`config.mk`:
```
export PLATFORM = sky130hd
export DESIGN_NAME = mem_access_ctrl
export DESIGN_NICKNAME = d
export VERILOG_FILES = /design/src/rtl/mem_access_ctrl.sv
export SDC_FILE = /design/constraint.sdc
export NUM_CORES = 1
export LEC_CHECK = 0
export BUFFER_PORTS_ARGS = -buffer_cell sky130_fd_sc_hd__buf_4
export CAP_MARGIN = 20
export CORE_ASPECT_RATIO = 1.2
export CORE_MARGIN = 3
export CORE_UTILIZATION = 42
export CTS_BUF_LIST = sky130_fd_sc_hd__clkbuf_4
export DETAILED_ROUTE_END_ITERATION = 16
export HOLD_SLACK_MARGIN = 0.03
export PLACE_DENSITY = 0.77
export SLEW_MARGIN = 0
export SYNTH_ARGS = -nofsm -noshare
export SYNTH_HDL_FRONTEND = slang
export SYNTH_SLANG_ARGS = --single-unit
```
`constraint.sdc`:
```
create_clock -name clka -period 2.9 [get_ports clka]
set_input_delay 0.29 -clock clka [delete_from_list [all_inputs] [get_ports clka]]
set_output_delay 0.29 -clock clka [all_outputs]
set_load 0.05 [all_outputs]
```
`src/rtl/mem_access_ctrl.sv`:
```
// mem_access_ctrl
//   Load/store controller in front of a single-port, zero-read-latency,
//   read-first data RAM. Byte-addressed requests arrive over a valid/ready
//   handshake. Sub-word stores are done as read-modify-write. Loads return
//   sign- or zero-extended data. Misaligned or reserved-size requests are
//   answered with an error response and never touch the RAM.
//
// Ports
//   clka, rsta           clock, synchronous active-high reset
//   req_valid/req_ready  request handshake (ready only in IDLE)
//   req_we               1 = store, 0 = load
//   req_size             00 byte, 01 half, 10 word, 11 reserved
//   req_unsigned         zero-extend loads when 1
//   req_addr             byte address (ADDR_WIDTH+2 bits, little-endian)
//   req_wdata            right-aligned store data
//   resp_valid           one-cycle completion pulse
//   resp_err             misaligned / reserved-size flag
//   resp_rdata           extended load data (0 for stores and errors)
//   ram_addra            RAM word address
//   ram_dina, ram_wea    RAM write data / write enable
//   ram_douta            RAM read data (combinational from ram_addra)
module mem_access_ctrl #(
  parameter int ADDR_WIDTH = 6,
  parameter int DATA_WIDTH = 32
) (
  input  logic                  clka,
  input  logic                  rsta,
  input  logic                  req_valid,
  output logic                  req_ready,
  input  logic                  req_we,
  input  logic [1:0]            req_size,
  input  logic                  req_unsigned,
  input  logic [ADDR_WIDTH+1:0] req_addr,
  input  logic [DATA_WIDTH-1:0] req_wdata,
  output logic                  resp_valid,
  output logic                  resp_err,
  output logic [DATA_WIDTH-1:0] resp_rdata,
  output logic [ADDR_WIDTH-1:0] ram_addra,
  output logic [DATA_WIDTH-1:0] ram_dina,
  output logic                  ram_wea,
  input  logic [DATA_WIDTH-1:0] ram_douta
);

  typedef enum logic [2:0] {
    IDLE = 3'd0,
    RD   = 3'd1,
    WR   = 3'd2,
    RESP = 3'd3,
    ERR  = 3'd4
  } state_t;

  localparam logic [1:0] SZ_BYTE = 2'b00;
  localparam logic [1:0] SZ_HALF = 2'b01;
  localparam logic [1:0] SZ_WORD = 2'b10;

  state_t                  state_q, state_d;
  logic                    we_q;
  logic [1:0]              size_q;
  logic                    uns_q;
  logic [1:0]              off_q;
  logic [ADDR_WIDTH-1:0]   waddr_q;
  // Holds the word-store data, the merged RMW word, or the extended load
  // result, depending on the operation in flight.
  logic [DATA_WIDTH-1:0]   word_q;
  logic                    accept;

  function automatic logic misaligned(input logic [1:0] size, input logic [1:0] off);
    logic bad;
    bad = 1'b0;
    case (size)
      SZ_HALF: bad = off[0];
      SZ_WORD: bad = (off != 2'b00);
      SZ_BYTE: bad = 1'b0;
      default: bad = 1'b1;
    endcase
    return bad;
  endfunction

  function automatic logic [31:0] load_extend(input logic [31:0] w, input logic [1:0] size,
                                              input logic [1:0] off, input logic uns);
    logic [7:0]  b;
    logic [15:0] h;
    logic [31:0] r;
    b = w[{off, 3'b000} +: 8];
    h = off[1] ? w[31:16] : w[15:0];
    case (size)
      SZ_BYTE: r = uns ? {24'h000000, b} : {{24{b[7]}}, b};
      SZ_HALF: r = uns ? {16'h0000, h} : {{16{h[15]}}, h};
      default: r = w;
    endcase
    return r;
  endfunction

  function automatic logic [31:0] store_merge(input logic [31:0] w, input logic [31:0] d,
                                              input logic [1:0] size, input logic [1:0] off);
    logic [31:0] r;
    r = w;
    case (size)
      SZ_BYTE: r[{off, 3'b000} +: 8] = d[7:0];
      SZ_HALF: begin
        if (off[1]) r[31:16] = d[15:0];
        else        r[15:0]  = d[15:0];
      end
      default: r = d;
    endcase
    return r;
  endfunction

  assign accept = req_valid && (state_q == IDLE);

  always_ff @(posedge clka) begin
    if (rsta) begin
      state_q <= IDLE;
      waddr_q <= '0;
    end else begin
      state_q <= state_d;
      if (accept) begin
        waddr_q <= req_addr[ADDR_WIDTH+1:2];
      end
    end
  end

  // Request attributes and the data word carry no reset; they are only
  // observed in states reached after an accept.
  always_ff @(posedge clka) begin
    if (accept) begin
      we_q   <= req_we;
      size_q <= req_size;
      uns_q  <= req_unsigned;
      off_q  <= req_addr[1:0];
      word_q <= req_wdata;
    end else if (state_q == RD) begin
      word_q <= we_q ? store_merge(ram_douta, word_q, size_q, off_q)
                     : load_extend(ram_douta, size_q, off_q, uns_q);
    end
  end

  always_comb begin
    state_d    = state_q;
    req_ready  = 1'b0;
    resp_valid = 1'b0;
    resp_err   = 1'b0;
    resp_rdata = '0;
    ram_dina   = '0;
    ram_wea    = 1'b0;
    case (state_q)
      IDLE: begin
        req_ready = 1'b1;
        if (req_valid) begin
          if (misaligned(req_size, req_addr[1:0])) state_d = ERR;
          else if (req_we && req_size == SZ_WORD)  state_d = WR;
          else                                     state_d = RD;
        end
      end
      RD: begin
        state_d = we_q ? WR : RESP;
      end
      WR: begin
        ram_wea  = ~rsta;
        ram_dina = word_q;
        state_d  = RESP;
      end
      RESP: begin
        resp_valid = 1'b1;
        resp_rdata = we_q ? '0 : word_q;
        state_d    = IDLE;
      end
      ERR: begin
        resp_valid = 1'b1;
        resp_err   = 1'b1;
        state_d    = IDLE;
      end
      default: state_d = IDLE;
    endcase
  end

  assign ram_addra = waddr_q;

endmodule

```
* Yosys cells after proc, flatten, opt, wreduce, memory -nomap -nowiden *
Cells that the tools add are included.

word-level totals
  flip-flop bits (word level) = 47
  latch bits = 0
  memory bits (writable) = 0
  ROM bits = 0
  input port bits = 79
  memories = 0

cells by class
  $add $sub $neg = 1
  $mul = 0
  divide/modulo/power cells = 0
  $lt $le $gt $ge = 0
  equal/unequal tests = 10
  shift-type cells = 3
  muxes and demuxes = 26
  bitwise operators = 1
  reductions and logical operators = 10

operator list
  operator                                                                number
  32-bit two-way mux                                                      8
  32-bit case mux with 2 select lines                                     2
  16-bit two-way mux                                                      3
  32-bit bitwise mux                                                      1
  8-bit by 7-bit variable shift with 32-bit output, first input constant  1
  32-bit by 6-bit indexed part select with 8-bit output                   1
  8-bit by 7-bit indexed part select with 32-bit output                   1
  3-bit case mux with 3 select lines                                      1
  1-bit two-way mux                                                       7
  5-bit negation with 7-bit output                                        1
  3-bit by 2-bit == test with 1-bit output, second input constant         2
  3-bit two-way mux                                                       2
  2-bit by 1-bit == test with 1-bit output, second input constant         2
  2-bit logical NOT                                                       2
  4-bit by 1-bit != test with 1-bit output, second input constant         1
  4-bit != test, second input constant                                    1
  2-bit nonzero test                                                      2
  3-bit by 1-bit == test with 1-bit output, second input constant         1
  3-bit == test, second input constant                                    1
  3-bit logical NOT                                                       1
  1-bit case mux with 3 select lines                                      1
  3-bit AND reduction                                                     1
  2-bit == test, second input constant                                    1
  1-bit logical AND                                                       2
  5 further kinds                                                         5

* Depth between registers and ports, before layout *
  depth after elaboration = 7
  depth in mapped cells = 8
  gate-level depth less buffers = 6

* Worst setup path after synthesis *
Ideal clock, no wire load.

  kind = flip-flop to flip-flop
  from = register size_q[1]
  to = register word_q[16] (enable)
  setup time = 409 ps
  data arrival time = 2237 ps
  data required time = 2491 ps
  slack = 253 ps
  cell stages (with the launch flop) = 7
  buffers on the path = 3
  period minus slack after synthesis = 2647 ps
  path through = edfxtp_1 buf_6 clkbuf_1 clkbuf_1 nand3_1 o21ai_0 nor3_1

on the way
  word-level cells in the longest chain between the ends = 3
  elaborated cells between the ends (all ways) = 4
  classes of those cells = eq/ne (2); reduce/logical (2)

RTL lines
  element                                                                        line  source
  from (decl)                                                                    58    logic [1:0] size_q;
  from (signal assigned)                                                         128   size_q <= req_size;
  2-bit by 1-bit == test with 1-bit output or 2-bit logical NOT (tied branches)  98    case (size)
  4-bit by 1-bit != test with 1-bit output (no line) *                           -
  2-bit AND reduction (no line) *                                                -
  to (signal assigned)                                                           131   word_q <= req_wdata;
  to (signal assigned)                                                           133   word_q <= we_q ? store_merge(ram_douta, word_q, size_q, off_q)
  to (decl)                                                                      64    logic [DATA_WIDTH-1:0] word_q;

Every way passes the cells marked *; elsewhere a longest branch is shown, timed or not.
A chain may end at the register's enable or synchronous reset.

* Worst setup path after layout *
  from = register off_q[1]
  to = register word_q[26] (data pin)

on the way
  word-level cells in the longest chain between the ends = 7
  elaborated cells between the ends (all ways) = 14
  classes of those cells = add/sub (1); shift (3); mux (10)

RTL lines
  element                                                                                                                    line  source
  from (decl)                                                                                                                60    logic [1:0] off_q;
  from (signal assigned)                                                                                                     130   off_q <= req_addr[1:0];
  5-bit negation with 7-bit output                                                                                           99    SZ_BYTE: r[{off, 3'b000} +: 8] = d[7:0];
  8-bit by 7-bit indexed part select with 32-bit output or 8-bit by 7-bit variable shift with 32-bit output (tied branches)  99
  32-bit bitwise mux                                                                                                         99
  32-bit case mux with 2 select lines                                                                                        98
  32-bit two-way mux *                                                                                                       133
  32-bit two-way mux *                                                                                                       132   end else if (state_q == RD) begin
  32-bit two-way mux *                                                                                                       126   if (accept) begin

Every way passes the cells marked *; elsewhere a longest branch is shown, timed or not. The select of a mux whose other input is x is not followed.

==> results.md <==
- Final wirelength: roughly 11000 microns
- Clk slew on worst S/H paths: between 0.1 and 0.15 ns
- Pin count of the biggest net entering global routing: 34
- WL/cell: 17.90 microns
- Fmax: between 400 and 500 MHz
- PortBufs: 152
- Power Density: 451.4 nW/um^2
- DRT iter0 DRCs: just under 300
- Maximum VDD drop: ~220 uV
- Leakage: 2.110 nW
- Initial core utilization: 0.4398
- GRT Resource Usage Total: 0.2226
- Synthesis-to-finish area growth: 34.16%
- Critical path peak fanout: 19
- CTS Hold Bufs: 0
- Critical path class: reg2reg
- Vias per inst: between 5 and 6
- RSZ-0062 raised after global routing: no
- Cell chain of the critical path: buf_4 > ha_1 > clkinv_1 > nor4_4 > a221oi_1 > a211o_1 > o21ai_1
- Post-CTS sizing: 0
- Simple-Gate Fraction of Synth Area: 0.2424
- Post-route ant nets: 0
- IO Count: ~150
- HP Class: in2reg
- Unique cell type count in the Yosys netlist: 55
- Adder-Cell Fraction of Synth Area: 0.01716
- Cells after synthesis: 383
- Worst Tran Pin Value: ~0.75 ns
- Remaining DRCs: 0
- TritonCTS clock tree: yes
- Fin crit share: 0.8487
- CP peak stage delay: around 0.54 ns
- Post-DP HPWL: ~9000 microns
- Core ar.: about 8300 sq um
- Post-layout util: 0.5900
- CP arrival: 2.67 ns
- Hold Vio Cnt, Final: 0
- Slew Limit Fails: 0
- GP Congestion: roughly 0.90
- First-pass GRT wire length: between 15000 and 20000 microns
- Setup violators final: 0
- DIE HEIGHT: roughly 110 microns
- DR pass1 iterations: 5
- Clock sinks: 47
- Congestion Overflow GR: 0
- Setup Skew: around 0.017 ns
- Mapped Area: 3645 sq um
- Rows: 36
- Fillers: 780
- Status: finished clean
- Max-cap violation count: 0
- Setup Buffers After CTS: 0
- Worst rel slew slack: 0.4973
- Synthesized flop and latch total: 47
- Die footprint: just under 10000 sq um
- Largest family of logic cells by synthesized area: compound AO/OA/AOI/OAI gates
- Synth warn: 0
- Layout Nets: between 600 and 700
- Mean Syn Cell Area: around 9.5 sq um
- Post-synthesis sequential area ratio: 0.3625
- DIE WIDTH: around 90 microns
- Clock Latency Late Sink: 0.37 ns
- Setup TNS: 0 ns
- Synth Area in XOR/XNOR: 0
- Post-synthesis mux area share: 0.05493
- Worst path required time: around 3.1 ns
- Critical Path Slowest Stage Cell: nor4_4
- Vias in the first global route: roughly 3.4k
- Worst setup SP type: register
- Vias: 3574
- Synth Area in Compound Gates: 0.2660
- Min Tclk post-route: around 2.5 ns
- Root buffer cell: clkbuf_4
- Deepest clock path buffer count: 2
- Initial antenna violation count: 1
- Total CTS buffers: 5
- Worst setup EP type: register
- Syn_nets: between 400 and 500
- H-tree depth: 2
- Layout cells sized above 1: 0.3966
layout by cell type (no fill, tap or decap), types with 3 or more instances in the layout:
cell type,count
nor3_1,3
buf_4,162
a211o_1,8
o21ai_0,4
a21oi_1,30
a221oi_2,8
inv_1,3
and2_1,65
a221oi_1,24
a221o_1,7
clkbuf_4,5
ha_1,5
mux2_2,4
nand2_1,34
o31ai_1,6
o21ai_1,8
nor2_1,25
clkinv_1,4
mux2_4,5
a21oi_2,4
edfxtp_1,38
nor3b_1,9
dfxtp_1,9
a22oi_1,8
mux2i_1,8
per-layer routing:
layer  share of wire  global-route usage  vias up
met3           0.079             0.03688       18
met2            0.50              0.3856      176
met5               0                   0        -
met4           0.019             0.07435        0
met1            0.41              0.2826     1654
li1                -                   -     1726
synthesized netlist by cell type (all sizes together):
cell / instances / area, sq um
a221o: 7 / 70.07
a21o: 1 / 8.760
clkbuf: 12 / 45.04
nor3: 7 / 57.55
or3: 1 / 6.260
a2111oi: 1 / 8.760
a32o: 1 / 10.01
nand2b: 2 / 12.51
a21oi: 34 / 185.2
a221oi: 32 / 330.3
a41o: 1 / 10.01
a31o: 1 / 8.760
mux2i: 8 / 80.08
nor3b: 10 / 75.07
dfxtp: 9 / 180.2
a22o: 1 / 8.760
mux2: 9 / 120.1
nor4: 2 / 27.53
a311oi: 1 / 15.01
o41a: 1 / 11.26
clkinv: 3 / 11.26
a211o: 8 / 70.07
nand4: 1 / 6.260
o21bai: 1 / 7.510
nor4b: 1 / 23.77
nor2b: 2 / 12.51
nor2: 26 / 105.1
and2: 65 / 406.6
o21ai: 12 / 60.06
ha: 5 / 62.56
o31ai: 8 / 70.06
edfxtp: 38 / 1141
a22oi: 9 / 72.57
nand2: 36 / 145.1
a31oi: 1 / 6.260
inv: 5 / 18.77
a211oi: 1 / 7.510
buf: 18 / 132.6
nand3: 1 / 5.000
o311ai: 1 / 8.760
through the flow:
step	instance area [sq um]	cells	hold WS (ns)	power, mW	setup slack [ns]
after global routing	4890	637	0.05291	2.327	0.2816
after floorplan	3645	383	0.3889	1.605	0.2533
after CTS	4887	636	0.07968	2.209	0.4444
final	4890	637	0.09618	2.207	0.4387
after detailed placement	4841	629	0.4500	1.920	0.4869
after global placement	4841	629	0.4431	1.893	0.6726
logic make-up (layout without fill, tap and decap cells):
logic type | Yosys count | count (layout)
compound gates | 122 | 122
other cells | 0 | 1
mux | 17 | 17
buf+inv | 38 | 177
fa+ha+maj | 5 | 5
flops | 47 | 47
simple gates | 154 | 154
flip-flops by register name, summed over array words and instances, names as in the netlist:
register	count
uns_q	1
off_q	2
ram_addra	6
word_q	32
size_q	2
we_q	1
state_q	3
critical path: cells and delay by family (launching register included):
family | cells | cell delay, ns
AOI/OAI and AO/OA | 3 | 0.62
adders and majority gates | 1 | 0.21
buffers and inverters | 2 | 0.54
DFF | 1 | 0.40
and+or+nand+nor | 1 | 0.54
layout make-up:
type	instances	area, sq um	area share
diodes	1	2.502	0.0005118
clock buffers	5	37.54	0.007677
clock inverters	2	8.758	0.001791
inverters	8	30.03	0.006141
multi-input cells	298	2131	0.4358
flip-flops and latches	47	1321	0.2702
well taps	114	142.6	0.02917
repair buffers	162	1216	0.2487
where the power goes:
part           switching, mW  internal (mW)
logic                  0.555          0.359
registers              0.113          0.882
clock network          0.212         0.0864
total                  0.880           1.33
worst paths after layout:
path / startpoint / cells past startpoint / end / slack, ns
min: req_unsigned / 1 / uns_q / 0.1
max reg2reg: off_q[1] / 7 / word_q[26] / 0.44
min reg2reg: ram_addra[4] / 2 / ram_addra[4] / 0.47
max: off_q[1] / 7 / word_q[26] / 0.44
(Power assumes the default switching activity.)
